$ cat config.mk
export PLATFORM = sky130hd
export DESIGN_NAME = regfile_access_ctrl
export DESIGN_NICKNAME = d
export VERILOG_FILES = /design/src/rtl/regfile_ctrl_pkg.sv /design/src/rtl/tick_prescaler.sv /design/src/rtl/regfile_access_ctrl.sv
export SDC_FILE = /design/constraint.sdc
export NUM_CORES = 1
export LEC_CHECK = 0
export BUFFER_PORTS_ARGS = -buffer_cell sky130_fd_sc_hd__buf_2
export CAP_MARGIN = 20
export CORE_ASPECT_RATIO = 1.25
export CORE_MARGIN = 2
export CORE_UTILIZATION = 45
export CTS_CLUSTER_DIAMETER = 120
export DETAILED_ROUTE_END_ITERATION = 6
export GPL_TIMING_DRIVEN = 0
export MAX_ROUTING_LAYER = met4
export PLACE_DENSITY_LB_ADDON = 0.1
export SLEW_MARGIN = 30
export SYNTH_ARGS = -nofsm -noshare
export SYNTH_HDL_FRONTEND = slang
export SYNTH_SLANG_ARGS = --single-unit
$ cat constraint.sdc
create_clock -name clk -period 2.4 [get_ports clk]
set_clock_uncertainty 0.15 [all_clocks]
set_input_delay 0.36 -clock clk [delete_from_list [all_inputs] [get_ports clk]]
set_output_delay 0.36 -clock clk [all_outputs]
set_load 0.03 [all_outputs]
$ cat src/rtl/regfile_ctrl_pkg.sv
// Shared encodings for the register-file access controller: port ops, PC auto-step
// modes and the sequencer state type.
package regfile_ctrl_pkg;

    typedef enum logic [1:0] {
        OP_RD   = 2'b00,
        OP_WR   = 2'b01,
        OP_LDPC = 2'b10,
        OP_STEP = 2'b11
    } op_e;

    localparam logic [1:0] PCM_INC  = 2'b00;
    localparam logic [1:0] PCM_DEC  = 2'b01;
    localparam logic [1:0] PCM_HOLD = 2'b10;

    typedef enum logic [1:0] {
        S_IDLE,
        S_EXEC,
        S_RESP,
        S_STEP
    } state_e;

    // Any mode with the upper bit set freezes auto-stepping.
    function automatic logic pcm_is_hold(input logic [1:0] mode);
        return (mode & PCM_HOLD) != 2'b00;
    endfunction

endpackage

$ cat src/rtl/tick_prescaler.sv
// Free-running divider: counts 0..TICK_DIV-1 and flags the terminal count as a
// one-cycle tick.
module tick_prescaler #(
    parameter int TICK_DIV = 100000
) (
    input  logic clk,
    input  logic clr_n,
    output logic tick
);

    localparam int CW = (TICK_DIV > 1) ? $clog2(TICK_DIV) : 1;

    logic [CW-1:0] cnt;

    assign tick = (cnt == CW'(TICK_DIV - 1));

    always_ff @(posedge clk or negedge clr_n) begin
        if (!clr_n) begin
            cnt <= '0;
        end else begin
            cnt <= tick ? '0 : cnt + CW'(1);
        end
    end

endmodule

$ cat src/rtl/regfile_access_ctrl.sv
// Two-port req/gnt/done arbiter and sequencer for the shared register file and PC,
// with prescaled PC auto-steps issued whenever no request is waiting.
module regfile_access_ctrl
    import regfile_ctrl_pkg::*;
#(
    parameter int TICK_DIV = 100000,
    parameter int DW       = 8
) (
    input  logic          clk,
    input  logic          clr_n,
    input  logic          req0,
    input  logic          req1,
    input  logic [1:0]    op0,
    input  logic [1:0]    op1,
    input  logic [1:0]    addr0,
    input  logic [1:0]    addr1,
    input  logic [DW-1:0] wdata0,
    input  logic [DW-1:0] wdata1,
    output logic          gnt0,
    output logic          gnt1,
    output logic          done0,
    output logic          done1,
    output logic [DW-1:0] rdata0,
    output logic [DW-1:0] rdata1,
    input  logic [1:0]    pc_mode,
    output logic [1:0]    rf_ra,
    output logic          rf_we,
    output logic [DW-1:0] rf_wdata,
    input  logic [DW-1:0] rf_rdata,
    output logic          pc_ld,
    output logic          pc_inc,
    output logic          pc_dec,
    output logic          busy,
    output logic          tick_miss
);

    state_e        state, state_n;
    logic          win, win_n;
    logic          last;
    op_e           op_q;
    logic [1:0]    op_sel;
    logic [1:0]    ra_n;
    logic [DW-1:0] wd_n;
    logic          we_n, ld_n, inc_n, dec_n;
    logic          tick, pend;

    tick_prescaler #(.TICK_DIV(TICK_DIV)) u_prescaler (
        .clk   (clk),
        .clr_n (clr_n),
        .tick  (tick)
    );

    assign busy = (state != S_IDLE);

    always_ff @(posedge clk or negedge clr_n) begin
        if (!clr_n) state <= S_IDLE;
        else        state <= state_n;
    end

    always_comb begin
        // NOTE: every signal written here gets a default first so no latch is inferred.
        state_n = state;
        win_n   = win;
        op_sel  = op0;
        ra_n    = rf_ra;
        wd_n    = rf_wdata;
        we_n    = 1'b0;
        ld_n    = 1'b0;
        inc_n   = 1'b0;
        dec_n   = 1'b0;
        case (state)
            S_IDLE: begin
                if (req0 || req1) begin
                    // On a tie the port not served last wins.
                    win_n  = (req0 && req1) ? ~last : req1;
                    op_sel = win_n ? op1 : op0;
                    ra_n   = win_n ? addr1 : addr0;
                    wd_n   = win_n ? wdata1 : wdata0;
                    case (op_sel)
                        OP_WR:   we_n = 1'b1;
                        OP_LDPC: ld_n = 1'b1;
                        OP_STEP: begin
                            inc_n = ~pc_mode[0];
                            dec_n = pc_mode[0];
                        end
                        default: ;
                    endcase
                    state_n = S_EXEC;
                end else if ((pend || tick) && !pcm_is_hold(pc_mode)) begin
                    inc_n   = (pc_mode == PCM_INC);
                    dec_n   = (pc_mode == PCM_DEC);
                    state_n = S_STEP;
                end
            end
            S_EXEC:  state_n = S_RESP;
            default: state_n = S_IDLE;
        endcase
    end

    always_ff @(posedge clk or negedge clr_n) begin
        if (!clr_n) begin
            // NOTE: rdata is reset too; it is a pair of visible output registers, not a memory.
            rdata0    <= '0;
            rdata1    <= '0;
            gnt0      <= 1'b0;
            gnt1      <= 1'b0;
            done0     <= 1'b0;
            done1     <= 1'b0;
            rf_ra     <= '0;
            rf_wdata  <= '0;
            rf_we     <= 1'b0;
            pc_ld     <= 1'b0;
            pc_inc    <= 1'b0;
            pc_dec    <= 1'b0;
            win       <= 1'b0;
            last      <= 1'b1;
            op_q      <= OP_RD;
            pend      <= 1'b0;
            tick_miss <= 1'b0;
        end else begin
            // NOTE: non-blocking assignments so every flop samples pre-edge values.
            win      <= win_n;
            rf_ra    <= ra_n;
            rf_wdata <= wd_n;
            rf_we    <= we_n;
            pc_ld    <= ld_n;
            pc_inc   <= inc_n;
            pc_dec   <= dec_n;
            gnt0     <= (state_n == S_EXEC || state_n == S_RESP) && !win_n;
            gnt1     <= (state_n == S_EXEC || state_n == S_RESP) && win_n;
            done0    <= (state_n == S_RESP) && !win_n;
            done1    <= (state_n == S_RESP) && win_n;

            if (state == S_IDLE && state_n == S_EXEC) op_q <= op_e'(op_sel);

            if (state == S_EXEC && op_q == OP_RD) begin
                if (win) rdata1 <= rf_rdata;
                else     rdata0 <= rf_rdata;
            end

            if (state == S_RESP) last <= win;

            // A tick landing while one still waits is dropped and flagged.
            if (tick) begin
                pend <= 1'b1;
                if (pend && state != S_STEP) tick_miss <= 1'b1;
            end else if (state == S_STEP) begin
                pend <= 1'b0;
            end
        end
    end

endmodule

* After elaboration in Yosys (flattened, before gate mapping) *
Cells that the tools add are included.

storage, ports and cells
  bits in registers = 59
  output and inout port bits = 36

operators by class
  $add $sub $neg = 1
  equal/unequal tests = 11
  multiplexer cells = 28
  bitwise operators = 3
  reduce and logical (&&, ||, !) cells = 23

operators with widths
  operator                                                                count
  1-bit 2-to-1 mux                                                        19
  17-bit by 1-bit adder with 17-bit output (second input constant)        1
  17-bit equality test (second input constant)                            1
  17-bit 2-to-1 mux                                                       1
  2-bit 2-to-1 mux                                                        6
  2-bit equality test (second input constant)                             5
  1-bit logical AND                                                       9
  2-bit by 1-bit equality test with 1-bit output (second input constant)  4
  8-bit 2-to-1 mux                                                        1
  2-bit AND reduction                                                     4
  2-bit logical NOT                                                       3
  2-bit case mux with 2 select lines                                      1
  2-bit nonzero test                                                      2
  1-bit logical OR                                                        3
  1-bit NOT                                                               3
  1-bit logical NOT                                                       2
  2-bit != test (second input constant)                                   1

* Longest topological paths before layout *
Gate-level depths: netlist of the first run.

  depth in word-level cells = 9
  depth in mapped cells = 9

* By module *
Synthesis of the first run repeated with hierarchy kept, for this count alone.

unflattened totals
  cells, all modules = 226
  area total of the unflattened synthesis = 2568.7 um2

by module, submodules not included
  module               instances  cells each  area an instance (um2)
  regfile_access_ctrl  1          152         1775.5
  tick_prescaler       1          74          793.3

* Worst setup path after synthesis of the first run *
Ideal clock, no wire load.

  kind = register -> register
  start = reg u_prescaler.cnt[8]
  end = reg op_q[0]
  setup time = 0.127 ns
  arrival = 1.815 ns
  data required time = 2.123 ns
  path slack = 0.308 ns
  cell stages (with the launch flop) = 8
  clock period less this slack = 2.092 ns
  path through = dfrtp_1 > or4b_4 > nor4_4 > buf_4 > o31ai_1 > ha_1 > nand2_1 > o21ai_0

on the way
  word-level cells in the longest chain between the ends = 8

ends and longest elaborated chain
  element                                         RTL line                    source
  start, declared                                 tick_prescaler.sv:13        logic [CW-1:0] cnt;
  start signal, assigned                          tick_prescaler.sv:21        cnt <= tick ? '0 : cnt + CW'(1);
  17-bit equality test                            tick_prescaler.sv:15        assign tick = (cnt == CW'(TICK_DIV - 1));
  1-bit logical OR                                regfile_access_ctrl.sv:89   end else if ((pend || tick) && !pcm_is_hold(pc_mode)) begin
  1-bit logical AND                               regfile_access_ctrl.sv:89
  2-bit 2-to-1 mux                                regfile_access_ctrl.sv:89
  2-bit 2-to-1 mux                                regfile_access_ctrl.sv:73   if (req0 || req1) begin
  2-bit case mux with 2 select lines              regfile_access_ctrl.sv:71   case (state)
  2-bit by 1-bit equality test with 1-bit output  regfile_access_ctrl.sv:134  if (state == S_IDLE && state_n == S_EXEC) op_q <= op_e'(op_sel);
  1-bit logical AND                               regfile_access_ctrl.sv:134
  end signal, assigned                            regfile_access_ctrl.sv:134
  end, declared                                   regfile_access_ctrl.sv:40   op_e op_q;

Every way passes these cells.
A chain may end at the register's enable or synchronous reset.

* Worst setup path after layout of the first run *
  start = reg u_prescaler.cnt[8]
  end = reg op_q[1]

The elaborated chain is that of the path after synthesis.

==> flow_summary.ini, run 1 <==
[grt]
grt_max_degree = 60
antenna_found_initial = 0
grt_overflow = 0
first_global_vias = 1950
grt_use_total = 0.192
grt_pass1_wl_um = 8990

[floorplanning]
die_y_um = 88.1
rows = 30
start_util = 0.468
fp.coreArea_mm2 = 0.00544
die-area_mm2 = 0.00629
die_w_um = 71.3
ios = 74

[cells_and_area]
fin_util = 0.594
diodes = 0
drive_gt1_frac = 0.383
final_cell_area_mm2 = 0.00323
syn_to_final_growth_pct = 26.9
layout.nets = 343

[synthesis]
dominantRegCellSynth = dfrtp_1
syn_nets = 255
ys_ff_latch = 59
synth.avg_cell_area_um2 = 11.9
yosysMostFrequentCell = dfrtp_1
yosys-top-cells-count = dfrtp_1, nand2_1, o21ai_0
synthArstFlopShare = 1.00
synth_cells = 215
synth_top_area_share = 0.569
synth_warnings = 0
yosysSeqAreaShare = 0.580
syn-cell-area_mm2 = 0.00255
ys_types = 39
synth_enable_flop_cells = 0
synth_top_area_cell = dfrtp_1
synthTopCellsByArea = dfrtp_1, mux2_2, mux2i_1, nand2_1, o21ai_0

[sta]
tns_ns = 0
fmax_mhz = 448
slew_viol_final = 0
rsz0062_at_grt = false
setup_violations = 0
period_minus_slack_ns = 2.23
min_period_over_period = 0.929
tightest_slew_ns = 0.740
worst_slack_ns = 0.170
relSlewSlack = 0.506
hold_violations = 0

[cts]
clkLatencyLatePin_ns = 0.33
cts_made_buffers = 9
cts.sinks = 59
cts-root-buf = clkbuf_8
cts_buffer_depth = 2
clkTransAtPathRegs_ns = 0.07
htree_levels = 3
cts_tree = done

[drt]
wl_um = 5230
post_drt_wl_per_cell_um = 14.1
vias = 1944
drt_iter0_markers = 99
vias_per_cell = 5.23
firstDrtPassIters = 4
drc = 0
ant_nets = 0

[placed_design]
place_congestion = 0.764
post-place-ws_ns = 0.0294
postPlaceCellArea_mm2 = 0.00301
io_buffers = 73
dp_hpwl_um = 3760

[hold_path]
whs_path_depth = 2
hp-start = pc_mode[0]
hold_end = pc_inc$_DFF_PN0_
worst_hold_path_type = primary input to flop

[critical_path]
worst_r2r_endpoint = op_q[1]$_DFFE_PN0P_
crit_fanout = 10
cp-start-kind = flop
worstPathRequired_ns = 2.46
crit_arrival_ns = 2.29
timing.rr.start = u_prescaler.cnt[8]$_DFF_PN0_
endpoint_kind = flop
crit_type = flop to flop
rr_worst_depth = 7
r2r_slack_ns = 0.17

[power_and_ir_drop]
p_leak_nw = 1.60
peakVddDrop_mv = 0.724
finalPower_mw = 3.69
powerDensity_mw_per_mm2 = 1140

[flow_run]
drv_cap = 0

[run_status]
status = complete, no violations
final cells by class:
cell class / count / area, um^2
Buffer: 5 / 28.8
Clock buffer: 12 / 155
Clock inverter: 4 / 25.0
Fill cell: 480 / 2210
Inverter: 6 / 22.5
Multi-Input combinational cell: 145 / 1040
Sequential cell: 59 / 1480
Tap cell: 64 / 80.1
Timing Repair Buffer: 77 / 400
worst max path at each step:
stage | from | endpoint | slack [ns] | depth (start not counted)
after CTS | u_prescaler.cnt[8]$_DFF_PN0_ | op_q[0]$_DFFE_PN0P_ | 0.01 | 7
after floorplan | u_prescaler.cnt[8]$_DFF_PN0_ | op_q[0]$_DFFE_PN0P_ | 0.31 | 7
after detailed placement | u_prescaler.cnt[8]$_DFF_PN0_ | op_q[0]$_DFFE_PN0P_ | 0.03 | 7
after global routing | u_prescaler.cnt[8]$_DFF_PN0_ | op_q[0]$_DFFE_PN0P_ | 0.03 | 8
final | u_prescaler.cnt[8]$_DFF_PN0_ | op_q[1]$_DFFE_PN0P_ | 0.17 | 7
after global placement | u_prescaler.cnt[8]$_DFF_PN0_ | op_q[1]$_DFFE_PN0P_ | 0.04 | 7
critical path, stage by stage (launching register included):
cell	delay [ns]
dfrtp_1	0.41
or4b_4	0.57
nor4_4	0.28
buf_6	0.20
o31ai_1	0.08
ha_1	0.21
nand2_1	0.12
o21ai_0	0.10
registers in the layout, indices dropped and copies added (netlist names):
register	cells
done0	1
done1	1
gnt0	1
gnt1	1
last	1
op_q	2
pc_dec	1
pc_inc	1
pc_ld	1
pend	1
rdata0	8
rdata1	8
rf_ra	2
rf_wdata	8
rf_we	1
state	2
tick_miss	1
u_prescaler.cnt	17
win	1
layout by cell type (no fill, tap or decap), types with 5 or more instances in the layout:
master / n
buf_2: 74
dfrtp_1: 58
nand2_1: 23
o21ai_0: 16
mux2_2: 16
nor2_1: 14
mux2i_1: 14
clkbuf_8: 11
inv_1: 6
xnor2_1: 6
nand3_1: 5
report_power, final:
group	internal [mW]	switching, mW
Combinational	0.472	0.941
Clock	0.427	0.377
Sequential	1.30	0.172
Total	2.20	1.49
what timing repair did:
action                                  in CTS  in global routing
endpoints found under the setup margin       0                  2
setup buffers                                0                  3
hold endpoints to repair                    58                  0
gates resized for setup                      0                  4
hold buffers                                 1                  0
per-stage QoR:
step / hold slack (ns) / cells
2_1_floorplan: -0.0856 / 215
3_3_place_gp: 0.294 / 352
3_5_place_dp: 0.299 / 352
4_1_cts: 0.0225 / 369
5_1_grt: 0.0338 / 372
6_report: 0.0456 / 372
kinds of logic after synthesis:
| family | Yosys count | share of synthesized area |
|---|---|---|
| mux | 30 | 0.126 |
| simple gates | 72 | 0.155 |
| fa+ha+maj | 2 | 0.00982 |
| flops | 59 | 0.580 |
| xor+xnor | 10 | 0.0344 |
| compound gates | 31 | 0.0766 |
| buf+inv | 11 | 0.0187 |
routing by layer:
metal  global-route usage  share of wire  vias to the layer above
met5                    -              0                        -
met4                0.113          0.028                        0
met3               0.0437          0.041                       12
met2                0.293           0.49                       53
met1                0.233           0.44                      943
li1                     -              -                      936
No activity file was read; power rests on OpenSTA's default activity.
==> run 2: changes to the inputs <==
Settings changed: ABC_AREA set to 1.
==> run 2 against run 1 <==
Effect of this change: via count up 16%; fmax up 8.4%; highest routed layer unchanged; wire length up 11%; non-clock buffer count down 2; utilization down 1.4 points.
==> flow_summary.ini, run 2 <==
[run_status]
status = complete, no violations

[power_and_ir_drop]
peakVddDrop_mv = 0.622
p_leak_nw = 1.89
finalPower_mw = 4.20
powerDensity_mw_per_mm2 = 1190

[cells_and_area]
fill_cells = 587
syn_to_final_growth_pct = 25.9
instances_no_fill = 489
top_register = u_prescaler.cnt
diodes = 0
final_common_cell = nand2_1
drive_gt1_frac = 0.347
final_cell_mix = nand2_1, buf_2, dfrtp_1
layout.nets = 439
final_cell_area_mm2 = 0.00353
largest_reg_flops = 17
multiInputGateArea_mm2 = 0.00111
seq_area_mm2 = 0.00148
fin_util = 0.580

[critical_path]
crit_fanout = 8
worstPathRequired_ns = 2.50
endpoint_kind = flop
crit_type = flop to flop
cp-start-kind = flop
crit_arrival_ns = 2.16

[placed_design]
io_buffers = 73
placed_cells = 472
place_congestion = 0.779
postPlaceCellArea_mm2 = 0.00328
post-place-ws_ns = 0.346
dp_hpwl_um = 4210

[grt]
grt_pass1_wl_um = 9870
antenna_found_initial = 0
grt_use_total = 0.195
grt_overflow = 0
grt_max_degree = 60
first_global_vias = 2293

[synthesis]
synth_warnings = 0
synth_top_area_cell = dfrtp_1
synthTopCellsByArea = dfrtp_1, nand2_1, inv_1, o21ai_2, nor2_1
yosysMostFrequentCell = nand2_1
yosysSeqAreaShare = 0.527
synthArstFlopShare = 1.00
ys_ff_latch = 59
synth_enable_flop_cells = 0
yosys-top-cells-count = nand2_1, dfrtp_1, inv_1
dominantRegCellSynth = dfrtp_1
synth.avg_cell_area_um2 = 8.93
synth_cells = 314
ys_types = 35
synth_top_area_share = 0.518
syn-cell-area_mm2 = 0.00280
syn_nets = 354

[cts]
cts.sinks = 59
postCtsSetupBuffers = 0
htree_levels = 3
clkLatencyLatePin_ns = 0.33
cts_resized = 0
cts_buffer_depth = 2
cts-root-buf = clkbuf_8
cts_made_buffers = 9
cts_tree = done
clkTransAtPathRegs_ns = 0.07

[sta]
slew_viol_final = 0
rsz0062_at_grt = false
setup_violations = 0
tns_ns = 0
fmax_mhz = 486
period_minus_slack_ns = 2.06
holdWs_ns = 0.108
relSlewSlack = 0.508
min_period_over_period = 0.857
worst_slack_ns = 0.342
hold_violations = 0
tightest_slew_ns = 0.738

[floorplanning]
start_util = 0.461
rows = 32
fp.coreArea_mm2 = 0.00609
ios = 74
die-area_mm2 = 0.00688
die_y_um = 92.3
die_w_um = 74.6

[drt]
vias = 2250
drc = 0
wl_um = 5800
ant_nets = 0
vias_per_cell = 4.60
firstDrtPassIters = 4
drt_iter0_markers = 70
post_drt_wl_per_cell_um = 11.9

[hold_path]
worst_hold_path_type = primary input to flop

[flow_run]
drv_cap = 0
-- run 2: cell types whose count changed after synthesis, sizes merged, moves of 3 or more --
cell,before,now
nand2,23,81
inv,6,45
nor2,14,40
o21ai,17,39
mux2,16,0
mux2i,14,0
nand3,5,10
xnor2,6,1
a21oi,3,7
and3,4,0
nand3b,3,0
or3,3,0
-- run 2: layout make-up --
cell class	instances	share of cell area
flip-flops and latches	59	0.419
multi-input cells	202	0.314
repair buffers	74	0.107
inverters	47	0.0500
clock buffers	11	0.0401
well taps	85	0.0301
clock inverters	5	0.0284
plain buffers	6	0.0113
-- run 2: worst max-delay path, stage by stage, from the launching register on --
cell     delay, ns
dfrtp_1       0.39
ha_1          0.18
nand2_1       0.14
nor2_4        0.17
nand3_4       0.16
nand2_4       0.12
nand3_4       0.08
nand2_1       0.09
ha_1          0.14
nand2_1       0.07
inv_1         0.10
nor2_1        0.04
a31oi_1       0.13
-- run 2: cell families (layout without fill, tap and decap cells) --
| group | count (synthesis) | in the layout | synth area share |
|---|---|---|---|
| xor+xnor | 7 | 7 | 0.0219 |
| fa+ha+maj | 2 | 2 | 0.00892 |
| simple gates | 143 | 143 | 0.249 |
| compound gates | 50 | 50 | 0.116 |
| buf+inv | 53 | 143 | 0.0772 |
| flops | 59 | 59 | 0.527 |
-- run 2: repair_timing --
item / CTS / global route
hold buffers: 1 / 0
endpoints found under the setup margin: 0 / 0
endpoints found under the hold margin: 58 / 0
-- run 2: power by group --
group          total [mW]  internal (mW)  leakage [nW]  switching (mW)
clock network        1.11          0.715         0.123           0.392
logic                1.61          0.489          1.03            1.12
registers            1.48           1.31         0.737           0.172
total                4.20           2.52          1.89            1.68
-- run 2: metal layers --
metal  up-vias  wire length [um]  track usage
met3         9               181       0.0352
met5         -                 0            -
met1      1045              2450        0.225
met2        43              3040        0.322
met4         0               125       0.0952
li1       1153                 -            -
-- run 2: worst paths after layout --
path	startpoint	to	slack, ns	depth (start not counted)
worst min-delay path	pc_mode[0]	pc_dec$_DFF_PN0_	0.11	3
worst min register to register	rdata1[1]$_DFFE_PN0P_	rdata1[1]$_DFFE_PN0P_	0.33	2
worst max-delay path	u_prescaler.cnt[0]$_DFF_PN0_	op_q[0]$_DFFE_PN0P_	0.34	12
max in group asynchronous	clr_n	rdata1[2]$_DFFE_PN0P_	1.13	2
worst max register to register	u_prescaler.cnt[0]$_DFF_PN0_	op_q[0]$_DFFE_PN0P_	0.34	12
min in group asynchronous	clr_n	gnt0$_DFF_PN0_	0.48	2
==> run 3: changes to the inputs <==
Settings changed: SYNTH_HIERARCHICAL set to 1.
==> run 3 against run 2 <==
Effect of this change: total power increased by 2.6%; die area rose by 3.0%; final area increased by 4.0%; worst hold slack worse by 0.068 ns; sequential cell count is the same; synthesized cell count rose by 3.5%; sequential share of layout area down 1.6 points; wire length rose by 1.5%; highest routed layer unchanged.
==> flow_summary.ini, run 3 <==
[drt]
ant_nets = 0
firstDrtPassIters = 4
drc = 0
drt_iter0_markers = 56
vias_per_cell = 4.67
vias = 2358
post_drt_wl_per_cell_um = 11.7
wl_um = 5890

[critical_path]
crit_slowest_cell = dfrtp_1
endpoint_kind = flop
crit_fanout = 6
cp_num_buf_inv = 2
worstPathRequired_ns = 2.47
cp-startpoint = u_prescaler/cnt[1]$_DFF_PN0_
crit_arrival_ns = 2.26
cpPeakStageDelay_ns = 0.43
cp-start-kind = flop
cp_top_family = simple AND/OR/NAND/NOR gates
timing.rr.start = u_prescaler/cnt[1]$_DFF_PN0_
crit_type = flop to flop
crit_chain = ha_4 > nand2_2 > inv_1 > nand2_1 > nor2_2 > nand2_2 > inv_4 > o21bai_2 > nor3_1 > nor2_1 > ha_1 > nand2_2 > a21oi_2 > a21oi_2
crit_path_frequent_cell = nand2_2

[cts]
cts_buffer_depth = 2
clkTransAtPathRegs_ns = 0.06
clkLatencyLatePin_ns = 0.32
cts-root-buf = clkbuf_8
cts_tree = done
htree_levels = 3
cts_made_buffers = 9
cts.sinks = 59

[run_status]
status = complete, no violations

[synthesis]
synthTopCellsByArea = dfrtp_1, o21ai_2, nand2_1, nor2_1, inv_1
ys_types = 26
synthArstFlopShare = 1.00
yosysMostFrequentCell = nand2_1
synth_cells = 325
synth_top_area_share = 0.502
dominantRegCellSynth = dfrtp_1
yosysSeqAreaShare = 0.511
syn_nets = 365
synth_top_area_cell = dfrtp_1
ys_ff_latch = 59
syn-cell-area_mm2 = 0.00289
synth_warnings = 6
synth.avg_cell_area_um2 = 8.90
synth_enable_flop_cells = 0
yosys-top-cells-count = nand2_1, dfrtp_1, nor2_1

[cells_and_area]
final_common_cell = buf_2
top_register = u_prescaler/cnt
largest_reg_flops = 17
layout.nets = 456
drive_gt1_frac = 0.426
final_cell_mix = buf_2, nand2_1, dfrtp_1
diodes = 0
syn_to_final_growth_pct = 26.9

[sta]
tightest_slew_ns = 0.733
tns_ns = 0
rsz0062_at_grt = false
min_period_over_period = 0.915
period_minus_slack_ns = 2.20
fmax_mhz = 455
relSlewSlack = 0.511
setup_violations = 0
slew_viol_final = 0
hold_violations = 0

[power_and_ir_drop]
peakVddDrop_mv = 0.824
powerDensity_mw_per_mm2 = 1170
finalPower_mw = 4.31
p_leak_nw = 1.98

[placed_design]
dp_hpwl_um = 4390
io_buffers = 73
place_congestion = 0.794

[floorplanning]
rows = 32
die_w_um = 75.7
start_util = 0.466
ios = 74
die-area_mm2 = 0.00709
fp.coreArea_mm2 = 0.00621
die_y_um = 93.6

[hold_path]
worst_hold_path_type = primary input to flop
hp-start = pc_mode[0]

[grt]
first_global_vias = 2271
antenna_found_initial = 0
grt_pass1_wl_um = 9890
grt_max_degree = 60
grt_overflow = 0
grt_use_total = 0.189

[flow_run]
drv_cap = 0
==> run 3: changes by cell type after synthesis, moves of 3 or more <==
| cell | before | now |
|---|---|---|
| inv_2 | 5 | 8 |
| o21ai_0 | 14 | 0 |
| inv_1 | 40 | 37 |
| nor2_1 | 29 | 46 |
| nand2_1 | 75 | 70 |
| o21ai_1 | 9 | 4 |
| o21ai_2 | 16 | 34 |
| o21bai_1 | 1 | 4 |
| nand2_2 | 5 | 13 |
| nand3_1 | 6 | 10 |
==> run 3: final timing paths <==
kind / slack [ns] / to / cells after the start
max in group asynchronous: 1.12 / u_prescaler/cnt[14]$_DFF_PN0_ / 2
worst min-delay path: 0.04 / pc_inc$_DFF_PN0_ / 2
worst max-delay path: 0.20 / op_q[1]$_DFFE_PN0P_ / 14
min in group asynchronous: 0.49 / tick_miss$_DFFE_PN0P_ / 2
worst min register to register: 0.33 / tick_miss$_DFFE_PN0P_ / 1
worst max register to register: 0.20 / op_q[1]$_DFFE_PN0P_ / 14
==> run 3: layer usage <==
layer,global-route usage,share of wire,routed length [um]
met1,0.221,0.43,2530
met2,0.312,0.52,3040
met3,0.0550,0.043,251
met4,0.0585,0.012,72
met5,-,0,0
==> run 3: power by group <==
| part | internal [mW] | total (mW) | switching (mW) | leakage, nW |
|---|---|---|---|---|
| combinational | 0.597 | 1.83 | 1.23 | 1.13 |
| clock | 0.603 | 0.982 | 0.379 | 0.108 |
| sequential | 1.31 | 1.50 | 0.187 | 0.739 |
==> run 3: cell families (layout without fill, tap and decap cells) <==
logic type / count (synthesis) / count (layout) / synth area share
and+or+nand+nor: 159 / 159 / 0.255
DFF: 59 / 59 / 0.511
AOI/OAI and AO/OA: 51 / 51 / 0.139
buffers and inverters: 49 / 144 / 0.0718
xor gates and xnor gates: 5 / 5 / 0.0151
adders and majority gates: 2 / 2 / 0.00865
==> run 3: final cells by class <==
cell class	instances	area, um^2
Inverter	45	171
Clock inverter	5	77.6
Fill cell	575	2530
Multi-Input combinational cell	217	1240
Timing Repair Buffer	80	423
Buffer	4	38.8
Clock buffer	10	138
Sequential cell	59	1480
Tap cell	85	106
==> run 3: stage by stage <==
stage               instance area, um^2  instances  setup slack, ns  utilization  hold slack (ns)
global route                       3670        505           0.0328        0.592           0.0302
detailed placement                 3370        483          -0.0256        0.543            0.313
global placement                   3360        483           0.0487        0.542            0.311
CTS                                3640        503           0.0201        0.586           0.0267
floorplan                          2890        325            0.355            -          -0.0856
finish                             3670        505            0.203        0.592           0.0407
==> run 3: worst register-to-register path: stages, from the launching register on <==
cell and delay (ns):
dfrtp_1 0.43, ha_4 0.19, nand2_2 0.07, inv_1 0.06, nand2_1 0.08, nor2_2 0.04
nand2_2 0.10, inv_4 0.06, o21bai_2 0.18, nor3_1 0.06, nor2_1 0.17, ha_1 0.20
nand2_2 0.09, a21oi_2 0.14, a21oi_2 0.07
==> run 3: what timing repair did <==
item | 4_1_cts | 5_1_grt
pin swaps | 1 | 1
endpoints found under the hold margin | 58 | 0
setup buffers | 4 | 2
resized for setup | 5 | 4
setup endpoints to repair | 2 | 2
hold buffers | 1 | 0
